==> src/rtl/rr_mux_arbiter.sv <==
// Round-robin packet arbiter that owns the select of a shared mux.
// A grant lasts for a whole packet, which ends when the granted requester's last beat is accepted.
module rr_mux_arbiter #(
    parameter int NUM_REQ   = 32,
    parameter int SEL_WIDTH = $clog2(NUM_REQ)
) (
    input  logic                 clk,
    input  logic                 rst,
    input  logic [NUM_REQ-1:0]   req,
    input  logic [NUM_REQ-1:0]   last,
    input  logic                 out_ready,
    output logic [SEL_WIDTH-1:0] sel,
    output logic [NUM_REQ-1:0]   gnt,
    output logic [NUM_REQ-1:0]   req_ready,
    output logic                 out_valid,
    output logic                 busy
);

    typedef enum logic {IDLE, BUSY} state_t;

    state_t               state_q, state_d;
    logic [SEL_WIDTH-1:0] sel_q, sel_d;
    logic [SEL_WIDTH-1:0] prio_q, prio_d;
    logic [NUM_REQ-1:0]   gnt_q, gnt_d;

    logic [SEL_WIDTH-1:0] cand_idx [NUM_REQ];
    logic [NUM_REQ-1:0]   cand_hit;
    logic [SEL_WIDTH-1:0] win_idx;
    logic                 win_found;
    logic                 xfer;

    // Candidate gi is the requester at distance gi+1 past the last winner,
    // wrapped modulo NUM_REQ so out-of-range indices can never be produced.
    generate
        for (genvar gi = 0; gi < NUM_REQ; gi++) begin : g_cand
            logic [SEL_WIDTH:0] sum;
            assign sum = {1'b0, prio_q} + (SEL_WIDTH+1)'(gi + 1);
            assign cand_idx[gi] = (sum >= (SEL_WIDTH+1)'(NUM_REQ))
                                ? SEL_WIDTH'(sum - (SEL_WIDTH+1)'(NUM_REQ))
                                : sum[SEL_WIDTH-1:0];
            assign cand_hit[gi] = req[cand_idx[gi]];
        end
    endgenerate

    always_comb begin
        win_idx   = '0;
        win_found = 1'b0;
        // Walk from the farthest candidate inward so the nearest hit wins.
        for (int i = NUM_REQ - 1; i >= 0; i--) begin
            if (cand_hit[i]) begin
                win_idx   = cand_idx[i];
                win_found = 1'b1;
            end
        end
    end

    always_ff @(posedge clk) begin
        if (rst) begin
            state_q <= IDLE;
            sel_q   <= '0;
            gnt_q   <= '0;
            prio_q  <= SEL_WIDTH'(NUM_REQ - 1);
        end else begin
            state_q <= state_d;
            sel_q   <= sel_d;
            gnt_q   <= gnt_d;
            prio_q  <= prio_d;
        end
    end

    assign xfer = out_valid & out_ready;

    always_comb begin
        state_d = state_q;
        sel_d   = sel_q;
        gnt_d   = gnt_q;
        prio_d  = prio_q;
        case (state_q)
            IDLE: begin
                if (win_found) begin
                    state_d = BUSY;
                    sel_d   = win_idx;
                    gnt_d   = NUM_REQ'(1) << win_idx;
                end
            end
            BUSY: begin
                if (xfer && last[sel_q]) begin
                    state_d = IDLE;
                    gnt_d   = '0;
                    prio_d  = sel_q;
                end
            end
            default: state_d = IDLE;
        endcase
    end

    // Reset suppresses the handshake so an aborted packet shows no accept pulse.
    always_comb begin
        busy      = (state_q == BUSY);
        sel       = sel_q;
        gnt       = gnt_q;
        out_valid = busy & req[sel_q] & ~rst;
        req_ready = gnt_q & {NUM_REQ{out_valid & out_ready}};
    end

endmodule

==> config.mk <==
export PLATFORM = sky130hd
export DESIGN_NAME = rr_mux_arbiter
export DESIGN_NICKNAME = d
export VERILOG_FILES = /design/src/rtl/rr_mux_arbiter.sv
export SDC_FILE = /design/constraint.sdc
export NUM_CORES = 1
export LEC_CHECK = 0
export ABC_AREA = 1
export BUFFER_PORTS_ARGS = -buffer_cell sky130_fd_sc_hd__buf_2
export CAP_MARGIN = 5
export CORE_AREA = 2 2 107 109
export CTS_CLUSTER_DIAMETER = 80
export DETAILED_ROUTE_END_ITERATION = 10
export DIE_AREA = 0 0 109 111
export PLACE_DENSITY = 0.95
export SETUP_SLACK_MARGIN = 0.4
export SLEW_MARGIN = 15
export SYNTH_ARGS = -nofsm -noshare
export SYNTH_HDL_FRONTEND = slang
export SYNTH_SLANG_ARGS = --single-unit
==> constraint.sdc <==
create_clock -name clk -period 7.3 [get_ports clk]
set_clock_uncertainty 0.05 [all_clocks]
set_input_delay 0.73 -clock clk [delete_from_list [all_inputs] [get_ports clk]]
set_output_delay 0.73 -clock clk [all_outputs]
set_load 0.005 [all_outputs]
==> impl_metrics.env, run 1 <==
export IMPL_antennaDiodeCount=0
export IMPL_fp_dieW_um=109
export IMPL_antenna_found_initial=0
export IMPL_dieHeight_um=111
export IMPL_p_per_area_mw_per_mm2=389
export IMPL_gr_usage_all_layers_pct=42.7
export IMPL_cts_sinks=43
export IMPL_syn_area_per_cell_um2=5.30
export IMPL_die_area_mm2=0.0121
export IMPL_hold_violations=0
export IMPL_endpoint="gnt[0]"
export IMPL_drtIter0Drc=1342
export IMPL_slew_viol_final=0
export IMPL_ctsHoldBuffers=0
export IMPL_p_leak_uw=0.00377
export IMPL_syn_num_nets=1342
export IMPL_ys_async_sr_fraction_pct=0
export IMPL_hold_class="register to register"
export IMPL_dpl_worst_slack_ps=2070
export IMPL_most_common_layout_cells="nand2_1, nand3_1, a21oi_1"
export IMPL_drv_cap=0
export IMPL_post_cts_setup_buffers=0
export IMPL_rsz0062_at_grt="no"
export IMPL_nNetsFinal=1436
export IMPL_ys_types=42
export IMPL_post_drt_wl_per_cell_um=17.5
export IMPL_cts_buffer_depth=2
export IMPL_drc=0
export IMPL_critPathLaunchType="register"
export IMPL_fmax_mhz=182
export IMPL_ant_nets=0
export IMPL_cpMostUsedCell="nand2_1"
export IMPL_syn_to_final_growth_pct=11.4
export IMPL_grt_first_pass_wirelength_um=40800
export IMPL_switching_power_uw=1840
export IMPL_clock_latency_ps=290
export IMPL_routed_wl_um=26300
export IMPL_start_util_pct=60.4
export IMPL_ys_seq_area_share_pct=12.9
export IMPL_place_hpwl_um=19200
export IMPL_setup_ws_ps=1810
export IMPL_startpoint="prio_q[0]"
export IMPL_r2r_end="gnt[0]"
export IMPL_critPathMaxStageDelay_ps=650
export IMPL_worst_r2r_cell_count=40
export IMPL_vias=9317
export IMPL_pwr_share_clk_pct=8.0
export IMPL_final_setup_tns_ps=0
export IMPL_swShare_pct=63.5
export IMPL_cts_made_buffers=5
export IMPL_grt_pass1_vias=7959
export IMPL_max_slew_margin_pct=28.9
export IMPL_clockRootBuffer="clkbuf_16"
export IMPL_finalSetupViolCount=0
export IMPL_post_cts_resized=0
export IMPL_status="finished clean"
export IMPL_ios=138
export IMPL_dominantRegCellSynth="dfxtp_1"
export IMPL_r2r_slack_ps=1810
export IMPL_ir_drop_mv=0.313
export IMPL_place_gp_congestion=1.12
export IMPL_cp_end_kind="register"
export IMPL_numPortBuffers=137
export IMPL_p_seq_share_pct=10.9
export IMPL_worst_slew_pin_slew_ps=1060
export IMPL_critPathArrivalTime_ps=5650
export IMPL_power_internal_uw=1060
export IMPL_hold_depth=2
export IMPL_pwr_share_comb_pct=81.1
export IMPL_fin_crit_ps=5490
export IMPL_finalCritPeriodShare_pct=75.2
export IMPL_drive_gt1_share_pct=16.1
export IMPL_synth_edff_count=0
export IMPL_h_tree_depth=2
export IMPL_drt_pass1_iter_count=8
export IMPL_cts_tree="yes"
export IMPL_synth_cells=1262
export IMPL_core_area_mm2=0.0111
export IMPL_synthesis_area_mm2=0.00669
export IMPL_clk_pin_slew_worst_paths_ps=70
export IMPL_num_rows=39
export IMPL_layout_commonest_cell="nand2_1"
export IMPL_nFillCells=1011
export IMPL_grt_max_degree=60
export IMPL_ys_warn_count=0
export IMPL_ys_ff_latch=43
export IMPL_r2r_start="prio_q[0]"
export IMPL_crit_required_ps=7460
export IMPL_crit_slowest_cell="inv_2"
export IMPL_via_per_inst=6.21
export IMPL_critical_path_peak_fanout=59
export IMPL_gr_total_overflow=0
export IMPL_p_total_uw=2890
export IMPL_path_class="register to register"
==> synthesized netlist by cell type, types with 3 or more instances <==
| cell type | count | area [um^2] |
|---|---|---|
| ha_1 | 13 | 163 |
| xor2_2 | 5 | 81.3 |
| nor4_1 | 6 | 37.5 |
| buf_1 | 4 | 15.0 |
| nand4_1 | 20 | 125 |
| a21oi_2 | 4 | 35.0 |
| a31oi_1 | 14 | 87.6 |
| nor2_2 | 10 | 62.6 |
| o211ai_1 | 8 | 60.1 |
| o21ai_0 | 34 | 170 |
| clkbuf_1 | 28 | 105 |
| o21ai_1 | 8 | 40.0 |
| o21ai_2 | 3 | 26.3 |
| or2_2 | 4 | 25.0 |
| buf_4 | 5 | 37.5 |
| inv_2 | 21 | 78.8 |
| nand2_4 | 3 | 33.8 |
| nor2_1 | 85 | 319 |
| a21oi_1 | 161 | 806 |
| buf_6 | 8 | 90.1 |
| dfxtp_1 | 43 | 861 |
| xor2_1 | 10 | 87.6 |
| o221ai_1 | 5 | 43.8 |
| buf_2 | 13 | 65.1 |
| inv_1 | 103 | 387 |
| a32o_1 | 3 | 30.0 |
| nand2_1 | 402 | 1510 |
| nand3_1 | 204 | 1020 |
| nand2_2 | 9 | 56.3 |
| o21a_1 | 6 | 45.0 |
==> flip-flops by register name (all words and copies together), names as in the netlist <==
register	cells
busy	1
gnt	32
prio_q	5
sel	5
==> routing by layer <==
metal / share of wire (%) / GRT usage, % / up-vias
li1: - / - / 4378
met1: 38 / 55.9 / 4067
met2: 42 / 63.9 / 733
met3: 14 / 10.9 / 139
met4: 6.2 / 22.0 / 0
met5: 0 / 0 / -
==> cells by family (layout without fill, tap and decap cells) <==
logic type	count (synthesis)	in the layout	share of synthesized area, %
buf+inv	184	279	11.8
simple gates	750	750	48.6
compound gates	255	255	21.3
fa+ha+maj	13	13	2.43
xor+xnor	17	17	3.07
flops	43	43	12.9
==> worst max-delay path, delay by kind of cell (launching register included) <==
kind	cells	cell delay (ps)
simple gates	32	2790
buf+inv	3	1050
compound gates	4	850
fa+ha+maj	1	340
flops	1	310
==> metrics by stage <==
stage / instances / hold slack (ps) / cell area, um^2 / util (%)
floorplan: 1262 / 425 / 6690 / -
global placement: 1492 / 417 / 7300 / 65.9
detailed placement: 1492 / 420 / 7300 / 65.9
CTS: 1500 / 430 / 7450 / 67.3
global route: 1500 / 464 / 7450 / 67.3
finish: 1500 / 429 / 7450 / 67.3
==> power by group through the flow <==
stage,Sequential [uW],Combinational (uW),Clock (uW)
after floorplan,306,1720,0
after CTS,312,2250,226
final,315,2350,231
after global routing,319,2570,240
after detailed placement,315,2220,0
after global placement,314,2200,0
==> final cells by class <==
cell class                 count  area, um^2  area share (%)
clock buffer                   5         125            1.68
clock inverter                 3        23.8           0.319
inverter                     126         473            6.35
multi-input combinational   1035        5040            67.7
sequential                    43         861            11.6
tap                          143         179            2.40
timing repair buffer         145         746            10.0
==> worst min-delay path by stage <==
| stage | slack, ps | end | start |
|---|---|---|---|
| 2_1_floorplan | 420 | gnt[0] | gnt[0] |
| 3_3_place_gp | 420 | gnt[0] | gnt[0] |
| 3_5_place_dp | 420 | gnt[10] | gnt[10] |
| 4_1_cts | 430 | gnt[10] | gnt[10] |
| 5_1_grt | 460 | gnt[10] | gnt[10] |
| 6_report | 430 | gnt[10] | gnt[10] |
Power figures use the tool's default switching activity.
==> run 2, diff against run 1 <==
CORE_AREA = 2 2 112 114   (was 2 2 107 109)
DIE_AREA = 0 0 114 116   (was 0 0 109 111)
PLACE_DENSITY = 0.91   (was 0.95)
clock period = 5.71 ns   (was 7.3 ns; I/O delays follow)
==> impl_metrics.env, run 2 (synthesis gave the netlist of run 1 again) <==
export IMPL_status="finished clean"
export IMPL_busiest_layer="met2"
export IMPL_dp_cells=1501
export IMPL_critPathArrivalTime_ps=5160
export IMPL_clock_latency_ps=290
export IMPL_rsz0062_at_grt="no"
export IMPL_cts_sinks=43
export IMPL_h_tree_depth=2
export IMPL_routed_wl_um=25200
export IMPL_nFillCells=1110
export IMPL_grt_max_degree=38
export IMPL_grt_pass1_vias=8104
export IMPL_fin_cells=1515
export IMPL_place_hpwl_um=18600
export IMPL_nNetsFinal=1447
export IMPL_p_seq_share_pct=10.9
export IMPL_largest_reg_flops=32
export IMPL_drive_gt1_share_pct=17.0
export IMPL_max_slew_margin_pct=34.0
export IMPL_met1_usage_pct=50.4
export IMPL_swShare_pct=61.7
export IMPL_vias=9156
export IMPL_start_util_pct=56.1
export IMPL_ctsHoldBuffers=0
export IMPL_critical_path_peak_fanout=32
export IMPL_num_rows=40
export IMPL_antenna_found_initial=0
export IMPL_slew_viol_final=0
export IMPL_numPortBuffers=137
export IMPL_placed_area_mm2=0.00734
export IMPL_post_drt_wl_per_cell_um=16.6
export IMPL_worst_slew_pin_slew_ps=988
export IMPL_drt_pass1_iter_count=6
export IMPL_finalSetupViolCount=0
export IMPL_final_setup_tns_ps=0
export IMPL_gr_usage_all_layers_pct=37.7
export IMPL_fp_dieW_um=114
export IMPL_switching_power_uw=2270
export IMPL_place_gp_congestion=1.08
export IMPL_use_met2_pct=59.8
export IMPL_dieHeight_um=116
export IMPL_finalCritPeriodShare_pct=87.7
export IMPL_layout_commonest_cell="nand2_1"
export IMPL_fin_crit_ps=5010
export IMPL_p_per_area_mw_per_mm2=482
export IMPL_ios=138
export IMPL_hold_class="register to register"
export IMPL_cp_end_kind="register"
export IMPL_multi_input_area_mm2=0.00508
export IMPL_gr_total_overflow=0
export IMPL_crit_required_ps=5860
export IMPL_core_area_mm2=0.0119
export IMPL_antennaDiodeCount=0
export IMPL_cts_buffer_depth=2
export IMPL_cts_tree="yes"
export IMPL_ant_nets=0
export IMPL_pwr_share_comb_pct=81.2
export IMPL_clk_pin_slew_worst_paths_ps=60
export IMPL_fin_util_pct=64.1
export IMPL_fmax_mhz=200
export IMPL_ir_drop_mv=0.317
export IMPL_grt_first_pass_wirelength_um=40000
export IMPL_drtIter0Drc=1498
export IMPL_syn_to_final_growth_pct=14.3
export IMPL_grtUsageMet3_pct=5.96
export IMPL_clockRootBuffer="clkbuf_16"
export IMPL_p_leak_uw=0.00384
export IMPL_power_internal_uw=1410
export IMPL_die_area_mm2=0.0132
export IMPL_register_area_um2=862
export IMPL_cts_made_buffers=5
export IMPL_path_class="register to register"
export IMPL_most_common_layout_cells="nand2_1, nand3_1, a21oi_1"
export IMPL_final_cell_area_mm2=0.00764
export IMPL_via_per_inst=6.04
export IMPL_critPathLaunchType="register"
export IMPL_pwr_share_clk_pct=7.9
export IMPL_drc=0
export IMPL_drv_cap=0
export IMPL_hold_violations=0
## run 2: cell count changes in the layout (fill, tap and decap cells not counted), moves of 2 or more
cell / delta
nor2_4: +4
buf_12: +2
inv_4: +5
inv_2: -6
buf_6: +5
buf_4: +4
nor2_2: -4
## run 2: final cells by class
class,count,area share [%]
timing repair buffer,156,11.4
inverter,126,6.47
sequential,43,11.3
clock inverter,3,0.311
clock buffer,5,1.64
multi-input combinational,1035,66.5
tap,147,2.41
## run 2: metal layers
layer  up-vias  routed length (um)
met5         -                   0
met4         0                1110
met3       106                2990
met2       658               10900
met1      3989               10100
li1       4403                   -
## run 2: metrics by stage
stage / worst slack (ps) / hold slack (ps) / power (uW)
after floorplan: 1160 / 425 / 2590
after global placement: 769 / 418 / 3140
after detailed placement: 682 / 423 / 3190
after CTS: 653 / 432 / 3490
after global routing: 348 / 442 / 4040
final: 703 / 434 / 3680
## run 2: final timing paths
| check | startpoint | endpoint | slack [ps] | cells past startpoint |
|---|---|---|---|---|
| setup reg to reg | prio_q[1] | gnt[19] | 700 | 18 |
| setup / recovery | prio_q[1] | gnt[19] | 700 | 18 |
| hold reg to reg | gnt[8] | gnt[8] | 430 | 2 |
| hold / removal | gnt[8] | gnt[8] | 430 | 2 |
## run 2: critical path, cell delays in order (launching register included)
cell	delay, ps
dfxtp_1	350
buf_6	200
inv_6	110
ha_1	350
inv_4	270
nand3_1	200
nand3_1	140
nand2_1	60
o21ai_0	490
or2_2	240
nand2_1	170
nor4_1	440
nand4_1	170
nor4_1	590
nor2_1	240
a21oi_2	160
buf_4	320
nand2_1	130
a21oi_1	210
## run 2: power by group through the flow
stage                     clock (uW)  sequential (uW)  combinational [uW]
final                            291              401                2990
after global routing             302              405                3340
after CTS                        293              397                2800
after detailed placement           0              403                2780
after global placement             0              403                2740
after floorplan                    0              391                2200
## run 2: repair_timing
action | in CTS | in global routing
gates resized for setup | 0 | 25
endpoints found under the setup margin | 0 | 34
buffers inserted | 0 | 6
==> run 3, diff against run 2 <==
CELL_PAD_IN_SITES_DETAIL_PLACEMENT = 0   (was not set)
CELL_PAD_IN_SITES_GLOBAL_PLACEMENT = 1   (was not set)
CORE_AREA = 2 2 138 140   (was 2 2 112 114)
DIE_AREA = 0 0 140 142   (was 0 0 114 116)
==> impl_metrics.env, run 3 (synthesis gave the netlist of run 1 again) <==
export IMPL_status="finished clean"
export IMPL_largest_reg_flops=32
export IMPL_cp_top_family="simple AND/OR/NAND/NOR gates"
export IMPL_cts_tree="yes"
export IMPL_antennaDiodeCount=0
export IMPL_clk_pin_slew_worst_paths_ps=60
export IMPL_ant_nets=0
export IMPL_start_util_pct=36.2
export IMPL_critPathLaunchType="register"
export IMPL_placed_area_mm2=0.00747
export IMPL_nNetsFinal=1443
export IMPL_via_per_inst=5.65
export IMPL_drt_pass1_iter_count=6
export IMPL_cts_made_buffers=5
export IMPL_ir_drop_mv=0.220
export IMPL_max_slew_margin_pct=31.1
export IMPL_fmax_mhz=207
export IMPL_path_class="register to register"
export IMPL_place_hpwl_um=20100
export IMPL_fp_dieW_um=140
export IMPL_syn_to_final_growth_pct=14.6
export IMPL_fin_hold_ws_ps=428
export IMPL_core_area_mm2=0.0185
export IMPL_clock_latency_ps=280
export IMPL_gr_usage_all_layers_pct=25.8
export IMPL_final_cell_area_mm2=0.00766
export IMPL_slew_viol_final=0
export IMPL_worst_slew_pin_slew_ps=1030
export IMPL_rsz0062_at_grt="no"
export IMPL_final_setup_tns_ps=0
export IMPL_critical_path_peak_fanout=18
export IMPL_post_drt_wl_per_cell_um=16.4
export IMPL_cp_end_kind="register"
export IMPL_vias=9024
export IMPL_hold_violations=0
export IMPL_cts_sinks=43
export IMPL_cts_buffer_depth=2
export IMPL_routed_wl_um=26200
export IMPL_fin_util_pct=41.5
export IMPL_crit_required_ps=5860
export IMPL_hold_class="register to register"
export IMPL_h_tree_depth=2
export IMPL_num_rows=50
export IMPL_finalSetupViolCount=0
export IMPL_p_leak_uw=0.00383
export IMPL_p_per_area_mw_per_mm2=483
export IMPL_numPortBuffers=137
export IMPL_ios=138
export IMPL_grt_pass1_vias=7968
export IMPL_crit_slowest_cell="inv_1"
export IMPL_finalCritPeriodShare_pct=84.6
export IMPL_place_gp_congestion=1.11
export IMPL_drc=0
export IMPL_fin_crit_ps=4830
export IMPL_layout_commonest_cell="nand2_1"
export IMPL_cpMostUsedCell="nand2_1"
export IMPL_grt_max_degree=41
export IMPL_clockRootBuffer="clkbuf_16"
export IMPL_antenna_found_initial=0
export IMPL_drv_cap=0
export IMPL_dieHeight_um=142
export IMPL_nFillCells=2017
export IMPL_most_common_layout_cells="nand2_1, nand3_1, a21oi_1"
export IMPL_gr_total_overflow=0
export IMPL_drtIter0Drc=904
export IMPL_critPathMaxStageDelay_ps=420
export IMPL_grt_first_pass_wirelength_um=41900
export IMPL_drive_gt1_share_pct=16.8
export IMPL_die_area_mm2=0.0199
export IMPL_path_buf_inv=3
export IMPL_critPathArrivalTime_ps=4990
-- run 3: through the flow --
step,worst slack [ps],std cells,power (uW)
detailed placement,923,1590,3280
CTS,900,1598,3610
global route,429,1598,4080
global placement,933,1590,3280
floorplan,1160,1262,2590
finish,878,1598,3700
-- run 3: repair_timing --
item / in CTS / in global routing
setup buffers: 0 / 0
setup endpoints to repair: 0 / 32
hold buffers: 0 / 0
gates resized for setup: 0 / 10
-- run 3: layout make-up --
cell class                      instances  area [um^2]  share of cell area (%)
Multi-Input combinational cell       1035         5060                    66.0
Clock inverter                          3         43.8                   0.571
Sequential cell                        43          861                    11.2
Tap cell                              234          293                    3.82
Inverter                              126          478                    6.24
Timing Repair Buffer                  152          806                    10.5
Clock buffer                            5          125                    1.63
-- run 3: path summary, 6_finish.rpt --
check | from | endpoint | slack (ps) | cells after the start
hold reg to reg | gnt[2] | gnt[2] | 430 | 2
setup reg to reg | prio_q[2] | gnt[18] | 880 | 45
hold / removal | gnt[2] | gnt[2] | 430 | 2
setup / recovery | prio_q[2] | gnt[18] | 880 | 45
-- run 3: layer usage --
metal	global-route usage [%]	vias up	part of all wire [%]
met3	3.36	81	10
met4	7.87	0	3.7
met2	43.0	541	45
met1	34.9	4006	41
li1	-	4396	-
met5	0	-	0
-- run 3: worst min-delay path, stage by stage, from the launching register on --
cell and delay [ps]:
dfxtp_1 320, nand2_1 60, a21oi_1 50
-- run 3: power by group --
group          switching (uW)  total (uW)  internal (uW)
Clock                     115         321            206
Combinational            2120        2980            858
Sequential               54.8         399            344
Total                    2290        3700           1410
